**src/rtl/bp_pkg.sv**
```systemverilog
// Shared definitions for the branch predictor.
//   - funct3 encodings of the RV32I conditional branches
//   - cnt_t       : 2-bit saturating direction counter
//   - CNT_INIT    : counter value after reset (weakly not-taken)
//   - bp_entry_t  : one BTB entry {valid, tag, target, cnt}
package bp_pkg;

  localparam int BP_PC_WIDTH   = 32;
  localparam int BP_INDEX_BITS = 4;
  localparam int BP_TAG_WIDTH  = BP_PC_WIDTH - BP_INDEX_BITS - 2;

  localparam logic [2:0] F3_BEQ  = 3'b000;
  localparam logic [2:0] F3_BNE  = 3'b001;
  localparam logic [2:0] F3_BLT  = 3'b100;
  localparam logic [2:0] F3_BGE  = 3'b101;
  localparam logic [2:0] F3_BLTU = 3'b110;
  localparam logic [2:0] F3_BGEU = 3'b111;

  typedef logic [1:0] cnt_t;

  localparam cnt_t CNT_INIT = 2'b01;

  typedef struct packed {
    logic                    valid;
    logic [BP_TAG_WIDTH-1:0] tag;
    logic [BP_PC_WIDTH-1:0]  target;
    cnt_t                    cnt;
  } bp_entry_t;

endpackage

```
**src/rtl/bp_sat_counter.sv**
```systemverilog
// Combinational next-state of a 2-bit saturating direction counter.
// Ports:
//   cnt       current counter value
//   taken     resolved branch direction
//   cnt_next  counter after training (saturates at 2'b11 and 2'b00)
module bp_sat_counter
  import bp_pkg::*;
(
  input  cnt_t cnt,
  input  logic taken,
  output cnt_t cnt_next
);

  always_comb begin
    cnt_next = cnt;
    if (taken) begin
      if (cnt != 2'b11) cnt_next = cnt + 2'd1;
    end else begin
      if (cnt != 2'b00) cnt_next = cnt - 2'd1;
    end
  end

endmodule

```
**src/rtl/branch_predictor.sv**
```systemverilog
// Direct-mapped BTB branch predictor plus EX-stage branch resolution.
// Ports:
//   i_clk, i_reset            clock, asynchronous active-low reset
//   i_if_pc                   fetch PC to look up
//   o_pred_taken/_target      IF prediction (target is 0 when not taken)
//   i_ex_*                    EX-stage instruction info and carried prediction
//   o_br_un                   unsigned-compare select to the comparator
//   i_br_less, i_br_equal     comparator flags
//   o_ex_taken                resolved direction
//   o_mispredict              flush/redirect request
//   o_redirect_pc             correct next PC
//   o_br_count                resolved branches/jumps (wraps)
//   o_mispred_count           mispredicts (wraps)
module branch_predictor
  import bp_pkg::*;
#(
  parameter int   INDEX_BITS = 4,
  parameter int   PC_WIDTH   = 32,
  parameter cnt_t CNT_INIT   = bp_pkg::CNT_INIT
) (
  input  logic                i_clk,
  input  logic                i_reset,
  input  logic [PC_WIDTH-1:0] i_if_pc,
  output logic                o_pred_taken,
  output logic [PC_WIDTH-1:0] o_pred_target,
  input  logic                i_ex_valid,
  input  logic                i_ex_is_branch,
  input  logic                i_ex_is_jump,
  input  logic [2:0]          i_ex_funct3,
  input  logic [PC_WIDTH-1:0] i_ex_pc,
  input  logic [PC_WIDTH-1:0] i_ex_target,
  input  logic                i_ex_pred_taken,
  input  logic [PC_WIDTH-1:0] i_ex_pred_target,
  output logic                o_br_un,
  input  logic                i_br_less,
  input  logic                i_br_equal,
  output logic                o_ex_taken,
  output logic                o_mispredict,
  output logic [PC_WIDTH-1:0] o_redirect_pc,
  output logic [31:0]         o_br_count,
  output logic [31:0]         o_mispred_count
);

  localparam int DEPTH   = 1 << INDEX_BITS;
  localparam int TAG_W   = PC_WIDTH - INDEX_BITS - 2;

  // The entry struct is sized by the package geometry, so the instance
  // parameters have to agree with it.
  if (PC_WIDTH != BP_PC_WIDTH || INDEX_BITS != BP_INDEX_BITS) begin : g_geom_check
    $error("branch_predictor: PC_WIDTH/INDEX_BITS must match bp_pkg geometry");
  end

  bp_entry_t table_q [DEPTH];
  logic [31:0] br_count_q;
  logic [31:0] mispred_count_q;

  logic [INDEX_BITS-1:0] if_idx, ex_idx;
  logic [TAG_W-1:0]      if_tag, ex_tag;
  bp_entry_t             if_entry, ex_entry;
  logic                  if_hit, ex_hit;
  logic                  ex_active, cond_taken, taken, mispredict;
  cnt_t                  cnt_next;
  logic [1:0]            unused_if_pc_bits;

  assign if_idx   = i_if_pc[INDEX_BITS+1:2];
  assign if_tag   = i_if_pc[PC_WIDTH-1:INDEX_BITS+2];
  assign ex_idx   = i_ex_pc[INDEX_BITS+1:2];
  assign ex_tag   = i_ex_pc[PC_WIDTH-1:INDEX_BITS+2];
  assign unused_if_pc_bits = i_if_pc[1:0];

  // Lookups read the registered table only, so an update landing on the
  // same index this cycle is not visible until the next cycle.
  assign if_entry = table_q[if_idx];
  assign ex_entry = table_q[ex_idx];
  assign if_hit   = if_entry.valid && (if_entry.tag == if_tag);
  assign ex_hit   = ex_entry.valid && (ex_entry.tag == ex_tag);

  assign o_pred_taken  = if_hit && if_entry.cnt[1];
  assign o_pred_target = o_pred_taken ? if_entry.target : '0;

  assign o_br_un = i_ex_funct3[1];

  always_comb begin
    cond_taken = 1'b0;
    case (i_ex_funct3)
      F3_BEQ:           cond_taken = i_br_equal;
      F3_BNE:           cond_taken = !i_br_equal;
      F3_BLT, F3_BLTU:  cond_taken = i_br_less;
      F3_BGE, F3_BGEU:  cond_taken = !i_br_less;
      default:          cond_taken = 1'b0;
    endcase
  end

  assign ex_active  = i_ex_valid && (i_ex_is_branch || i_ex_is_jump);
  assign taken      = ex_active && (i_ex_is_jump || cond_taken);
  assign mispredict = ex_active &&
                      ((taken != i_ex_pred_taken) ||
                       (taken && i_ex_pred_taken && (i_ex_target != i_ex_pred_target)));

  assign o_ex_taken      = taken;
  assign o_mispredict    = mispredict;
  assign o_redirect_pc   = !ex_active ? '0 :
                           taken      ? i_ex_target : (i_ex_pc + PC_WIDTH'(4));
  assign o_br_count      = br_count_q;
  assign o_mispred_count = mispred_count_q;

  bp_sat_counter u_sat_counter (
    .cnt      (ex_entry.cnt),
    .taken    (taken),
    .cnt_next (cnt_next)
  );

  always_ff @(posedge i_clk or negedge i_reset) begin
    if (!i_reset) begin
      for (int i = 0; i < DEPTH; i++) begin
        table_q[i] <= '{valid: 1'b0, tag: '0, target: '0, cnt: CNT_INIT};
      end
      br_count_q      <= '0;
      mispred_count_q <= '0;
    end else if (ex_active) begin
      br_count_q <= br_count_q + 32'd1;
      if (mispredict) mispred_count_q <= mispred_count_q + 32'd1;
      if (ex_hit) begin
        table_q[ex_idx].cnt <= cnt_next;
        if (taken) table_q[ex_idx].target <= i_ex_target;
      end else if (taken) begin
        // Allocation replaces whatever aliased into this slot.
        table_q[ex_idx] <= '{valid: 1'b1, tag: ex_tag, target: i_ex_target, cnt: 2'b10};
      end
    end
  end

endmodule

```
**config.mk**
```make
export PLATFORM = sky130hd
export DESIGN_NAME = branch_predictor
export DESIGN_NICKNAME = d
export VERILOG_FILES = /design/src/rtl/bp_pkg.sv /design/src/rtl/bp_sat_counter.sv /design/src/rtl/branch_predictor.sv
export SDC_FILE = /design/constraint.sdc
export NUM_CORES = 2
export LEC_CHECK = 0
export ABC_AREA = 1
export CORE_UTILIZATION = 27
export CTS_CLUSTER_DIAMETER = 60
export CTS_CLUSTER_SIZE = 12
export DETAILED_ROUTE_END_ITERATION = 8
export HOLD_SLACK_MARGIN = 0.1
export PLACE_DENSITY = 0.44
export SYNTH_ARGS = -nofsm -noshare
export SYNTH_HDL_FRONTEND = slang
export SYNTH_SLANG_ARGS = --single-unit
```
**constraint.sdc**
```tcl
create_clock -name i_clk -period 3 [get_ports i_clk]
set_input_delay 0.45 -clock i_clk [delete_from_list [all_inputs] [get_ports i_clk]]
set_output_delay 0.45 -clock i_clk [all_outputs]
set_load 0.05 [all_outputs]
```
[After elaboration in Yosys (flattened, before gate mapping)]
Cells that the tools add are included.
Word-level totals
  register bits after elaboration: 1040
  bits of input ports: 139
  word-level logic and storage cells: 132
Cells by class
  add/sub/neg operators: 5
  equality and inequality tests: 10
  bitwise logic cells: 2
  multiplexer cells: 25
  reductions and logical operators: 21
  order comparisons: 3
Operators by type and width (number)
  $bwmux 976: 3
  $mux 976: 3
  $demux 61 s4: 3
  $bmux 61 s4: 2
  $mux 61: 5
  $mux 32: 3
  $add 32x1->32 const B: 2
  $eq 26x26->1: 2
  $mux 34: 1
  $add 32x3->32 const B: 1
  $ne 32x32->1: 1
  $eq 3x3->1 const B: 4
  $ge 5x5->1 const B: 2
  $not 4->5: 2
  $logic_and 1x1->1: 9
  $mux 2: 4
  $lt 5x1->1 const B: 1
  $pmux 1 s4: 1
  $reduce_and 2->1: 2
  $reduce_bool 2->1: 2
  $reduce_or 2->1: 2
  $eq 3x1->1 const B: 1
  $logic_not 3->1: 1
  $logic_or 1x1->1: 3
  5 further kinds: 6

[Depth between registers and ports, before layout]
  depth after elaboration: 11
  gate-level depth with buffers: 24
  gate-level depth less buffers: 19

[By module]
Synthesis repeated with hierarchy kept, for this count alone.
Second synthesis, totals
  cells, all modules: 7150
  area total of the unflattened synthesis: 55286.8 µm²
By module, submodules not included
  branch_predictor: area each 55261.8 µm², sequential area each 26045.0 µm², cells each 7144, times used 1
  bp_sat_counter: area each 25.0 µm², sequential area each 0.0 µm², cells each 6, times used 1

[Worst setup path after synthesis]
No wires, ideal clock.
  kind: input to output
  from: input port i_ex_funct3[2]
  to: output port o_mispredict
  data arrival time: 3.431 ns
  slack: -0.881 ns
  buffers on the path: 3
  data required time: 2.550 ns
  cell stages on the path: 12
  cells stage by stage: nor3_1 > nand2_1 > nand3b_1 > nand2_1 > inv_2 > clkbuf_1 > buf_1 > ha_1 > a21boi_0 > nor2_1 > nor2_1 > clkbuf_1
On the way
  cells in the longest elaborated chain, start to end: 9
Ends and longest elaborated chain
  from (decl): RTL line branch_predictor.sv:29  | input logic [2:0] i_ex_funct3,
  $eq 3x3->1: RTL line branch_predictor.sv:85  | case (i_ex_funct3)
  $reduce_or 2->1: RTL line branch_predictor.sv:85
  $pmux 1 s4 *: RTL line branch_predictor.sv:85
  $logic_or 1x1->1 *: RTL line branch_predictor.sv:95  | assign taken = ex_active && (i_ex_is_jump || cond_taken);
  $logic_and 1x1->1 *: RTL line branch_predictor.sv:95
  net o_ex_taken: RTL line branch_predictor.sv:37  | output logic o_ex_taken,
  $logic_and 1x1->1 (2 in a row): RTL line branch_predictor.sv:98  | (taken && i_ex_pred_taken && (i_ex_target != i_ex_pred_target)));
  $logic_or 1x1->1 *: RTL line branch_predictor.sv:97  | ((taken != i_ex_pred_taken) ||
  $logic_and 1x1->1 *: RTL line branch_predictor.sv:96  | assign mispredict = ex_active &&
  to (decl): RTL line branch_predictor.sv:38  | output logic o_mispredict,
The timed path passes the listed nets; every way through them passes the cells marked *.

[Final worst setup path]
  from: register table_q[606] in the netlist's numbering
  to: output port o_pred_target[15]
On the way
  cells in the longest elaborated chain, start to end: 7
Ends and longest elaborated chain
  from (decl): RTL line branch_predictor.sv:53  | bp_entry_t table_q [DEPTH];
  from (signal, indexed assignment): RTL line branch_predictor.sv:116  | table_q[i] <= '{valid: 1'b0, tag: '0, target: '0, cnt: CNT_INIT};
  from (signal, indexed assignment): RTL line branch_predictor.sv:128  | table_q[ex_idx] <= '{valid: 1'b1, tag: ex_tag, target: i_ex_target, cnt: 2'b10};
  $bmux 61 s4: RTL line branch_predictor.sv:73  | assign if_entry = table_q[if_idx];
  $mux 61 (not written as such) (2 in a row): RTL line branch_predictor.sv:73
  $eq 26x26->1: RTL line branch_predictor.sv:75  | assign if_hit = if_entry.valid && (if_entry.tag == if_tag);
  $logic_and 1x1->1: RTL line branch_predictor.sv:75
  $logic_and 1x1->1: RTL line branch_predictor.sv:78  | assign o_pred_taken = if_hit && if_entry.cnt[1];
  $mux 32: RTL line branch_predictor.sv:79  | assign o_pred_target = o_pred_taken ? if_entry.target : '0;
  to (decl): RTL line branch_predictor.sv:25  | output logic [PC_WIDTH-1:0] o_pred_target,
No other way between the ends. The select of a mux whose other input is x is not followed.

==> impl_metrics.ini <==
[detailed_routing]
met2RoutedLength_mm = 121
num_vias = 55134
dr.max_layer_used = met4
drt_wl_total_mm = 267
avgViaCountPerCell = 5.19
average_wire_length_per_cell_after_detail_routing_um = 25.1
routedLengthMet1_mm = 115
drt_drc_violations_left = 0
route.met3.wl_mm = 18.1
detail_route.iter0.violations = 5930
antenna_left = 0
drtPass1Iterations = 6

[synthesis]
synth_seq_area_share_pct = 47.0
syn_area_um2 = 55400
yosys_register_bits = 1040
synth_enable_flop_cells = 0
asr_flop_ratio_synth_pct = 100
synthesis.area_per_instance_um2 = 7.70
ys_types = 52
yosys_warnings = 0
synthCells = 7187
main_flop_type_after_synthesis = sky130_fd_sc_hd__dfrtp_1
synth.net_count = 7334

[setup_path]
path_class = flop to output port
start_kind = flop
worst-endpoint-required_ns = 2.55
worst-endpoint-arrival_ns = 3.40
critPathLaunch = table_q[606]
critPathCaptureType = output port
worstPathMaxFanout = 7
reg2reg_from = table_q[177]

[die]
fp.dieArea_um2 = 207000
rows = 165
die_h_um = 455
initial_util_pct = 27.3
fp.dieW_um = 455
floorplan.core_area_um2 = 203000
io_pins = 271

[clock_tree]
clkTransAtPathRegs_ns = 0.06
later_pin_clock_latency_in_the_skew_report_ns = 0.81
cts.root.buffer_cell = sky130_fd_sc_hd__clkbuf_16
htreeDepth = 4
cts_sinks = 1040
clock_tree.buffer_depth = 3
tritoncts = yes
numCtsBuffers = 130

[grt]
first_global_vias = 51600
globalRouteTotalUtil_pct = 23.8
globalRouteOverflowTotal = 0
initial_antenna_violation_count = 10
grt_first_pass_wirelength_mm = 364
grt_max_degree = 137

[timing]
timing.slew.headroom_pct = 46.8
final.period_utilization_pct = 128
setup_viol_count_final = 141
max_freq_mhz = 259
min_period_ns = 3.85
tightest_slew_ns = 0.795
fin_worst_skew_ns = 0.0519
slew_violations = 0
rsz_0062_raised_after_global_routing = true
layout_setup_ws_ns = -0.854
final_hold_viol_count = 0

[outcome]
violations = setup timing
run_status = complete, but fails checks

[flow_run]
max_cap_viol_count = 0

[placement]
dpl-instance-area_um2 = 67300
numPlacedInstances = 10224
finalWeightedCongestion = 0.893
preCtsSetupSlack_ns = -0.965
dpl.hpwl_mm = 162
port-buffer-count = 268

[finish]
net_count_of_the_finished_layout = 7998
final_cell_area_um2 = 76300
final.fill_count = 20732
area_of_the_multi_input_gates_um2 = 26500
sequential_cell_area_um2 = 26000
area_delta_synth_final_pct = 37.9
drive_above_1_share_pct = 21.1
final_cell_count_no_fill = 10617

[power_and_ir_drop]
leakagePower_uw = 0.0358
p_per_area_nw_per_um2 = 607
post-layout-total-power_uw = 46300
ir_drop_uv = 600

[worst_hold_path]
holdCritPathClass = input pin to flop
min_delay_src = i_ex_target[5]
==> metrics by stage <==
stage,setup TNS [ns],hold WS (ns),util [%]
floorplan,-1.62,0.154,-
global placement,-488.02,0.343,33.1
detailed placement,-490.66,0.344,33.1
CTS,-146.28,0.204,36.2
global route,-49.54,0.239,37.6
finish,-27.92,0.250,37.6
==> area by class of cell <==
type,instances,share of cell area [%]
inverters,708,3.55
repair buffers,1114,17.5
clock buffers,161,4.59
diodes,5,0.0164
clock inverters,60,1.08
flip-flops and latches,1040,34.1
well taps,2672,4.38
multi-input cells,4857,34.7
==> synth_stat cells, drive strengths merged, types with 3 or more instances <==
master | count | area [µm²]
a211oi | 10 | 75.1
clkbuf | 335 | 1270
o21a | 10 | 75.1
clkinv | 4 | 15.0
a22oi | 168 | 1260
buf | 250 | 1250
xor2 | 70 | 613
nor3 | 75 | 390
o22ai | 13 | 81.3
mux2 | 87 | 980
nand4 | 60 | 375
a211o | 3 | 26.3
xnor2 | 48 | 420
nor2 | 324 | 1230
o21ai | 1060 | 5310
nand3 | 494 | 2470
nand2 | 1712 | 6460
o211ai | 47 | 353
or2 | 5 | 31.3
inv | 704 | 2640
nor4 | 25 | 163
o31ai | 4 | 30.0
a221oi | 9 | 78.8
a2bb2oi | 122 | 1070
a21oi | 480 | 2400
dfstp | 16 | 420
ha | 8 | 100
dfrtp | 1024 | 25600
a31oi | 4 | 25.0
==> power by group <==
part           switching [µW]  internal, µW
Clock                    6970          9370
Combinational            6510          4610
Sequential               1820         17100
==> layout by cell type, fill, tap and decap left out, drive strengths merged, types with 87 or more instances in the layout <==
cell | Yosys | routed
clkdlybuf4s50 | 0 | 164
clkbuf | 335 | 209
dfrtp | 1024 | 1024
o21ai | 1060 | 1060
a2bb2oi | 122 | 122
inv | 704 | 713
buf | 250 | 873
nor2 | 324 | 324
a21oi | 480 | 480
nand2 | 1712 | 1714
mux2 | 87 | 87
nand3 | 494 | 495
a22oi | 168 | 168
==> state kept, by name (all words and copies together) (netlist names) <==
register         count
table_q            976
o_br_count          32
o_mispred_count     32
==> cell families (layout without fill, tap and decap cells) <==
family | after synthesis | count (layout) | synth area share [%]
DFF | 1040 | 1040 | 47.0
muxes | 87 | 87 | 1.77
AOI/OAI and AO/OA | 1938 | 1938 | 19.6
xor gates and xnor gates | 118 | 118 | 1.87
other | 0 | 5 | 0
buffers and inverters | 1293 | 2043 | 9.35
and+or+nand+nor | 2703 | 2706 | 20.2
adders and majority gates | 8 | 8 | 0.181
==> critical path: stages (launching register included) <==
cell and delay [ns]:
sky130_fd_sc_hd__dfrtp_1 0.40, sky130_fd_sc_hd__inv_1 0.08, sky130_fd_sc_hd__a21oi_1 0.15, sky130_fd_sc_hd__o21ai_0 0.14, sky130_fd_sc_hd__nand3_1 0.15, sky130_fd_sc_hd__nand3_2 0.12
sky130_fd_sc_hd__nand2_4 0.10, sky130_fd_sc_hd__o22ai_1 0.07, sky130_fd_sc_hd__buf_4 0.17, sky130_fd_sc_hd__nor2_4 0.08, sky130_fd_sc_hd__nand2_2 0.07, sky130_fd_sc_hd__nor2_4 0.13
sky130_fd_sc_hd__nand2_4 0.06, sky130_fd_sc_hd__buf_12 0.15, sky130_fd_sc_hd__buf_16 0.24, sky130_fd_sc_hd__nor3_4 0.21, sky130_fd_sc_hd__buf_12 0.17
==> path summary, 6_finish.rpt <==
path / to / slack [ns] / depth (start not counted)
setup / recovery: o_pred_target[15] / -0.85 / 16
hold / removal: table_q[251] / 0.25 / 4
setup reg to reg: table_q[35] / -0.06 / 25
hold reg to reg: table_q[915] / 0.47 / 2
max in group asynchronous: table_q[298] / 1.64 / 3
min in group asynchronous: table_q[621] / 0.33 / 3
==> per-layer routing <==
layer  GRT usage [%]  up-vias
met2            37.7     2294
met1            32.6    27200
li1                -    25177
met4            9.70        0
met3            3.07      463
met5               0        -
==> what timing repair did <==
action,in CTS,in global routing
cloned,14,67
hold buffers,2,0
buffers inserted,86,33
endpoints found under the hold margin,136,0
pin swaps,102,82
resized for setup,373,453
endpoints found under the setup margin,318,524
Note: power is estimated with default switching activity, not from simulation.
